**config.mk**
```make
export PLATFORM = sky130hd
export DESIGN_NAME = sprite_compositor
export DESIGN_NICKNAME = d
export VERILOG_FILES = /design/src/rtl/sprite_compositor.sv
export SDC_FILE = /design/constraint.sdc
export NUM_CORES = 1
export LEC_CHECK = 0
export CAP_MARGIN = 20
export CORE_MARGIN = 2
export CORE_UTILIZATION = 50
export DETAILED_ROUTE_END_ITERATION = 7
export DONT_BUFFER_PORTS = 1
export GPL_TIMING_DRIVEN = 0
export PLACE_DENSITY = 0.74
export SETUP_SLACK_MARGIN = 0.02
export SYNTH_ARGS = -nofsm -noshare
export SYNTH_HDL_FRONTEND = slang
export SYNTH_SLANG_ARGS = --single-unit
export TNS_END_PERCENT = 50
```
**constraint.sdc**
```tcl
create_clock -name clk -period 1.65 [get_ports clk]
set_input_delay 0.165 -clock clk [delete_from_list [all_inputs] [get_ports clk]]
set_output_delay 0.165 -clock clk [all_outputs]
set_load 0.01 [all_outputs]
```
**src/rtl/sprite_compositor.sv**
```systemverilog
// Two-stage pixel compositor: background scene plus LAYER_NUM colour-keyed sprite layers,
// frame-shadowed layer enables and per-frame player collision flags.
module sprite_compositor #(
  parameter int                   LAYER_NUM = 16,
  parameter int                   COLOR_W   = 12,
  parameter logic [COLOR_W-1:0]   KEY_COLOR = '0,
  parameter logic [LAYER_NUM-1:0] EN_RESET  = '1
) (
  input  logic                         clk,
  input  logic                         clrn,
  input  logic                         pix_en,
  input  logic                         frame_start,
  input  logic [COLOR_W-1:0]           scene_rgb,
  input  logic [LAYER_NUM-1:0]         layer_hit,
  input  logic [LAYER_NUM*COLOR_W-1:0] layer_rgb,
  input  logic [LAYER_NUM-1:0]         layer_en_next,
  output logic [COLOR_W-1:0]           rgb_out,
  output logic                         rgb_valid,
  output logic [LAYER_NUM-1:0]         layer_en_active,
  output logic [LAYER_NUM-1:0]         collide_flags,
  output logic                         collide_any
);

  localparam int P = LAYER_NUM - 1;

  logic [LAYER_NUM-1:0]         eff_next;
  logic [LAYER_NUM-1:0]         eff1;
  logic [LAYER_NUM*COLOR_W-1:0] rgb1;
  logic [COLOR_W-1:0]           scene1;
  logic                         v1;
  logic [COLOR_W-1:0]           sel_rgb;
  logic [LAYER_NUM-1:0]         coll_term;
  logic [LAYER_NUM-1:0]         acc;

  always_comb begin
    eff_next = '0;
    for (int i = 0; i < LAYER_NUM; i++) begin
      eff_next[i] = layer_hit[i] & layer_en_active[i] &
                    (layer_rgb[i*COLOR_W +: COLOR_W] != KEY_COLOR);
    end
  end

  // Last-wins scan: the highest effective index overrides everything below it.
  always_comb begin
    sel_rgb = scene1;
    for (int i = 0; i < LAYER_NUM; i++) begin
      if (eff1[i]) sel_rgb = rgb1[i*COLOR_W +: COLOR_W];
    end
  end

  always_comb begin
    coll_term = '0;
    if (v1 && eff1[P]) coll_term = eff1;
    coll_term[P] = 1'b0;
  end

  always_ff @(posedge clk or negedge clrn) begin
    if (!clrn) begin
      layer_en_active <= EN_RESET;
    end else if (frame_start) begin
      layer_en_active <= layer_en_next;
    end
  end

  always_ff @(posedge clk or negedge clrn) begin
    if (!clrn) begin
      eff1      <= '0;
      rgb1      <= '0;
      scene1    <= '0;
      v1        <= 1'b0;
      rgb_out   <= '0;
      rgb_valid <= 1'b0;
    end else begin
      eff1      <= eff_next;
      rgb1      <= layer_rgb;
      scene1    <= scene_rgb;
      v1        <= pix_en;
      rgb_valid <= v1;
      if (v1) rgb_out <= sel_rgb;
    end
  end

  // A collision seen in the frame_start cycle seeds the new frame rather than the published one.
  always_ff @(posedge clk or negedge clrn) begin
    if (!clrn) begin
      acc           <= '0;
      collide_flags <= '0;
      collide_any   <= 1'b0;
    end else if (frame_start) begin
      acc           <= coll_term;
      collide_flags <= acc;
      collide_any   <= |acc;
    end else begin
      acc <= acc | coll_term;
    end
  end

endmodule

```
==> results of run 1 <==
-- per-stage QoR --
| step | instance area (um^2) | utilization (%) | instances | setup slack [ns] |
|---|---|---|---|---|
| after detailed placement | 10900 | 52.4 | 1125 | -0.350 |
| after global placement | 10900 | 52.4 | 1125 | -0.370 |
| after floorplan | 10600 | - | 850 | 0.170 |
-- cell families after synthesis --
| family | synth area share, % |
|---|---|
| other | 0.0354 |
| flip-flops | 66.6 |
| buffers and inverters | 3.68 |
| AO/OA/AOI/OAI | 12.8 |
| AND/OR/NAND/NOR | 12.5 |
| multiplexers | 4.43 |
==> results.yml, run 1 <==
place:
  gp_congestion: 0.966
  portBuffers: 0
  dp_hpwl_mm: 23.0
yosys:
  synth_top_cell_by_area: "dfrtp_1"
  synth.area.top_cells: "dfrtp_1, dfstp_2, mux2_2"
  ys_seq_area_share_pct: 66.6
  mappedNetlistNets: 1090
  yosys_warnings: 0
  yosysMostFrequentCell: "dfrtp_1"
  syn_avg_cell_area_um2: 12.5
  syn_inst: 850
  synth-seq-cells: 281
  syn_area_mm2: 0.0106
  ys_top_cells_by_count: "dfrtp_1, nand2_1, a21oi_1"
  ys_dominant_reg_cell: "dfrtp_1"
  synth-edff-count: 0
  ys_types: 43
  synthArstFlopShare_pct: 100
  synth_top_area_share_pct: 62.6
clock_network:
  ctsHoldBuffers: 237
  htreeDepth: 1
  postCtsSetupBuffers: 3
  cts-resized-gates: 73
  clkSinkCount: 281
  cts_buffers: 28
  root_buffer: "clkbuf_16"
  cts_buffer_depth: 3
floorplanning:
  io_pins: 286
  die-height_um: 150
  die_w_um: 150
  start_util_pct: 50.7
  rows: 53
outcome:
  outcome: "did not finish"
  lastStage: "clock tree synthesis (4_1_cts)"
  error: "[ERROR RSZ-0060] Max buffer count reached."
==> inputs of run 2 (changes only) <==
Settings changed: CORE_UTILIZATION 50 to 35, PLACE_DENSITY 0.74 to not set, PLACE_DENSITY_LB_ADDON set to 0.15, SETUP_SLACK_MARGIN 0.02 to not set.
==> results.yml, run 2 <==
grt:
  grt_pass1_vias: 8636
  antenna_found_initial: 8
  grt_overflow: 0
  grt_max_degree: 282
  grtUsageTotal_pct: 22.9
  grt_pass1_wl_mm: 53.4
sta:
  fin_crit_ns: 1.70
  setup_viol: 8
  holdWs_ns: -0.698
  worst_slack_ns: -0.0542
  final_hold_viol_count: 281
  rsz0062_at_grt: "true"
  drv_slew: 0
  finalCritPeriodShare_pct: 103
  tightestPinTransition_ns: 0.956
  timing.fmax_mhz: 587
  slew_headroom_pct: 36.3
  skew_ns: 0.0165
finish:
  nets: 1367
  top_regs: "rgb1: 192 flops, eff1: 16 flops, layer_en_active: 16 flops"
  fillers: 2574
  largest_reg_flops: 192
  layout_common_cells: "dfrtp_1, dlygate4sd3_1, nand2_1"
  layout-drive-gt1-share_pct: 22.9
  regMostFlops: "rgb1"
  final_common_cell: "dfrtp_1"
  fin_area_mm2: 0.0154
  seq_area_mm2: 0.00706
  multi_input_area_mm2: 0.00393
  area_delta_synth_final_pct: 45.8
clock_network:
  ctsHoldBuffers: 237
  root_buffer: "clkbuf_16"
  htreeDepth: 1
  clk_pin_slew_ns: 0.06
  cts_buffer_depth: 3
  clkSinkCount: 281
  cts_tree: "built"
  cts_buffers: 31
  clk_latency_ns: 0.56
yosys:
  synth-edff-count: 0
  yosys_warnings: 0
  synth.area.top_cells: "dfrtp_1, dfstp_2, mux2_2"
  synth-seq-cells: 281
  synth_top_cell_by_area: "dfrtp_1"
  yosysMostFrequentCell: "dfrtp_1"
  syn_area_mm2: 0.0106
  ys_dominant_reg_cell: "dfrtp_1"
  mappedNetlistNets: 1090
  ys_seq_area_share_pct: 66.6
  synth_top_area_share_pct: 62.6
  syn_inst: 850
  ys_top_cells_by_count: "dfrtp_1, nand2_1, a21oi_1"
  synthArstFlopShare_pct: 100
  ys_types: 43
  syn_avg_cell_area_um2: 12.5
power_and_ir_drop:
  ir_drop_v: 0.000754
  finalPower_uw: 17200
  p_leak_uw: 0.00623
  power_density_mw_per_mm2: 1110
outcome:
  violations: "hold timing, setup timing"
  outcome: "finished, violations left"
floorplanning:
  die_w_um: 178
  core_area_mm2: 0.0297
  die-height_um: 178
  rows: 63
  io_pins: 286
  start_util_pct: 35.7
  die_area_mm2: 0.0317
route:
  detail_route.first_pass.iterations: 4
  vias: 7807
  routed_wirelength_mm: 36.6
  drc_errors: 0
  wire_per_inst_um: 23.6
  drt_iter0_drc: 276
  postRouteAntennaNets: 0
  viasPerCell: 5.04
critical_path:
  critPathBufInv: 1
  critical_path_arrival_ns: 2.17
  critPathKind: "reg2reg"
  end_kind: "flip-flop"
  cpMaxStageDelayCell: "dfrtp_1"
  critPathLaunchType: "flip-flop"
  worst_ep_required_time_ns: 2.11
  cp_top_family: "compound AO/OA/AOI/OAI gates"
  cpPeakStageDelay_ns: 0.42
  crit_fanout: 10
  cp_cell_sequence: "or2_2 > clkbuf_4 > a21oi_2 > o221ai_2 > a211oi_2"
place:
  dp_hpwl_mm: 25.9
  dpl_cell_area_mm2: 0.0111
  gp_congestion: 0.839
  portBuffers: 0
flow_run:
  drv_cap: 0
worst_hold_path:
  hold_class: "in2async"
-- run 2: layer usage --
layer	part of all wire [%]	GRT usage [%]	up-vias
met2	47	36.7	270
met1	43	30.3	3866
met4	3.1	7.79	2
met5	0.030	0	-
li1	-	-	3613
met3	7.2	5.97	56
-- run 2: layout make-up --
cell class	instances	share of cell area (%)
diodes	9	0.146
plain buffers	47	2.02
clock buffers	44	5.79
clock inverters	12	0.972
inverters	42	1.02
multi-input cells	479	25.4
flip-flops and latches	281	45.7
well taps	390	3.16
repair buffers	245	15.7
-- run 2: cell families (layout without fill, tap and decap cells) --
| logic type | count (synthesis) | in the layout | synth area share, % |
|---|---|---|---|
| other | 1 | 10 | 0.0354 |
| AOI/OAI and AO/OA | 199 | 199 | 12.8 |
| DFF | 281 | 281 | 66.6 |
| muxes | 43 | 43 | 4.43 |
| buffers and inverters | 90 | 390 | 3.68 |
| and+or+nand+nor | 236 | 236 | 12.5 |
-- run 2: metrics by stage --
step	hold slack (ns)	util, %	setup WS (ns)	cells	TNS, ns
after CTS	-0.719	50.5	-0.110	1537	-0.522
after global placement	-0.122	37.3	-0.443	1240	-5.18
after global routing	-0.724	52.0	-0.102	1546	-0.751
after floorplan	-0.131	-	0.170	850	0
final	-0.698	52.0	-0.0542	1549	-0.194
after detailed placement	-0.118	37.3	-0.412	1240	-5.35
-- run 2: power breakdown --
group          leakage [uW]  internal, uW  switching [uW]  total [uW]
sequential          0.00334          7360             363        7720
clock              0.000507          4220            2830        7050
combinational       0.00238          1110            1270        2390
total               0.00623         12700            4460       17200
-- run 2: path summary, 6_finish.rpt --
path	cells past startpoint	startpoint	slack, ns	to
max in group asynchronous	0	clrn	1.83	v1
min in group clk	2	frame_start	0.02	acc[13]
min	0	clrn	-0.70	rgb1[18]
min reg2reg	0	v1	0.50	rgb_valid
max reg2reg	5	eff1[5]	-0.05	rgb_out[0]
max	5	eff1[5]	-0.05	rgb_out[0]
-- run 2: what timing repair did --
item / in CTS / in global routing
setup buffers: 5 / 3
endpoints found under the hold margin: 518 / 281
resized for setup: 121 / 94
setup endpoints to repair: 22 / 22
pin swaps: 8 / 18
-- run 2: worst register-to-register path: cells and delay by family (launching register included) --
family	cells	cell delay [ns]
and+or+nand+nor	1	0.35
DFF	1	0.42
buffers and inverters	1	0.22
AOI/OAI and AO/OA	3	0.63
Power figures use the tool's default switching activity.
==> inputs of run 3 (changes only) <==
Settings changed: CTS_CLUSTER_SIZE set to 28.
==> results of run 3 <==
No change in the layout: final DEF, timing and power equal those of run 2.
==> inputs of run 4 (changes only) <==
Settings changed: CORE_ASPECT_RATIO set to 0.8, MAX_ROUTING_LAYER set to met4.
==> results.yml, run 4 (same netlist as run 2, synthesis figures left out) <==
clock_network:
  clk_pin_slew_ns: 0.07
  root_buffer: "clkbuf_16"
  ctsHoldBuffers: 237
  cts_buffers: 30
  cts_tree: "built"
  clk_latency_ns: 0.55
  clkSinkCount: 281
  htreeDepth: 1
  cts_buffer_depth: 3
grt:
  grt_pass1_wl_mm: 54.7
  grt_pass1_vias: 8569
  use_met3_pct: 5.39
  grt_use_met2_pct: 34.2
  grtUsageTotal_pct: 24.0
  grt_overflow: 0
  grt_max_degree: 282
  use_met1_pct: 35.6
  antenna_found_initial: 8
  top_usage_layer: "met1"
outcome:
  outcome: "finished, violations left"
  violations: "hold timing, setup timing"
route:
  vias: 7955
  postRouteAntennaNets: 0
  drt_iter0_drc: 509
  routed_wirelength_mm: 37.3
  drc_errors: 0
  detail_route.first_pass.iterations: 5
  viasPerCell: 5.09
  wire_per_inst_um: 23.8
finish:
  top_regs: "rgb1: 192 flops, eff1: 16 flops, layer_en_active: 16 flops"
  largest_reg_flops: 192
  stdcell_count: 1564
  fillers: 2645
  multi_input_area_mm2: 0.00379
  final_common_cell: "dfrtp_1"
  nets: 1365
  layout-drive-gt1-share_pct: 22.0
  area_delta_synth_final_pct: 45.1
  layout_common_cells: "dfrtp_1, dlygate4sd3_1, nand2_1"
  seq_area_mm2: 0.00706
  regMostFlops: "rgb1"
floorplanning:
  core_area_mm2: 0.0296
  die_area_mm2: 0.0317
  die-height_um: 160
  die_w_um: 199
  start_util_pct: 35.8
  io_pins: 286
  rows: 56
sta:
  skew_ns: 0.00896
  tightestPinTransition_ns: 0.875
  setup_viol: 3
  tns_ns: -0.0423
  holdWs_ns: -0.679
  worst_slack_ns: -0.0217
  final_hold_viol_count: 281
  rsz0062_at_grt: "true"
  finalCritPeriodShare_pct: 101
  drv_slew: 0
  timing.fmax_mhz: 598
  fin_crit_ns: 1.67
  slew_headroom_pct: 41.1
critical_path:
  worst_ep_required_time_ns: 2.12
  crit_fanout: 10
  critical_path_arrival_ns: 2.14
  worst_r2r_endpoint: "rgb_out[9]"
  r2r_start: "eff1[2]"
  cpPeakStageDelay_ns: 0.45
  cp_cell_sequence: "clkbuf_4 > nand3b_1 > a21oi_1 > o221ai_2 > a211oi_2"
  end_kind: "flip-flop"
  critPathBufInv: 1
  worst-r2r-cell-count: 5
  critPathLaunchType: "flip-flop"
  rrSetupSlack_ns: -0.02
  critPathKind: "reg2reg"
  cp_top_family: "compound AO/OA/AOI/OAI gates"
  cpMaxStageDelayCell: "dfrtp_2"
power_and_ir_drop:
  ir_drop_v: 0.000804
  p_leak_uw: 0.00623
  power_density_mw_per_mm2: 1130
  finalPower_uw: 17300
place:
  portBuffers: 0
  dp_hpwl_mm: 25.8
  dp_cells: 1256
  gp_congestion: 0.863
worst_hold_path:
  hold_class: "in2async"
flow_run:
  drv_cap: 0
==> run 4: stage by stage <==
stage,area (um^2),utilization [%],setup slack [ns],hold WS (ns)
after floorplan,10600,-,0.170,-0.131
final,15400,52.0,-0.0217,-0.679
after CTS,15000,50.6,-0.0909,-0.726
after global routing,15400,52.0,-0.114,-0.725
after global placement,11100,37.6,-0.459,-0.118
after detailed placement,11100,37.6,-0.455,-0.119
==> run 4: repair_timing <==
action                                 4_1_cts  5_1_grt
cloned                                       1        0
pin swaps                                   12       20
setup buffers                                6        0
setup endpoints to repair                   22       12
resized for setup                           94       98
endpoints found under the hold margin      518      281
==> run 4: final cells by class <==
type                    count  share of cell area, %
flip-flops and latches    281                   45.9
multi-input cells         479                   24.6
repair buffers            244                   15.9
clock buffers              39                   5.57
well taps                 406                   3.30
plain buffers              47                   2.02
clock inverters            17                   1.49
inverters                  42                   1.03
diodes                      9                  0.146
==> run 4: worst max-delay path by stage <==
stage / startpoint / to / cells past startpoint / slack, ns
after floorplan: eff1[10] / rgb_out[4] / 5 / 0.17
after global placement: eff1[8] / rgb_out[4] / 5 / -0.46
after detailed placement: eff1[8] / rgb_out[4] / 5 / -0.46
after CTS: eff1[12] / rgb_out[7] / 6 / -0.09
after global routing: eff1[2] / rgb_out[9] / 5 / -0.11
final: eff1[2] / rgb_out[9] / 5 / -0.02
==> run 4: power by group <==
| group | switching (uW) | internal, uW | leakage, uW |
|---|---|---|---|
| Clock | 2850 | 4440 | 0.000528 |
| Combinational | 1230 | 1080 | 0.00237 |
| Sequential | 359 | 7360 | 0.00334 |
==> run 4: routing by layer <==
layer,routed length (um),part of all wire [%]
met5,0,0
met4,658,1.8
met3,2420,6.5
met2,16500,44
met1,17700,47
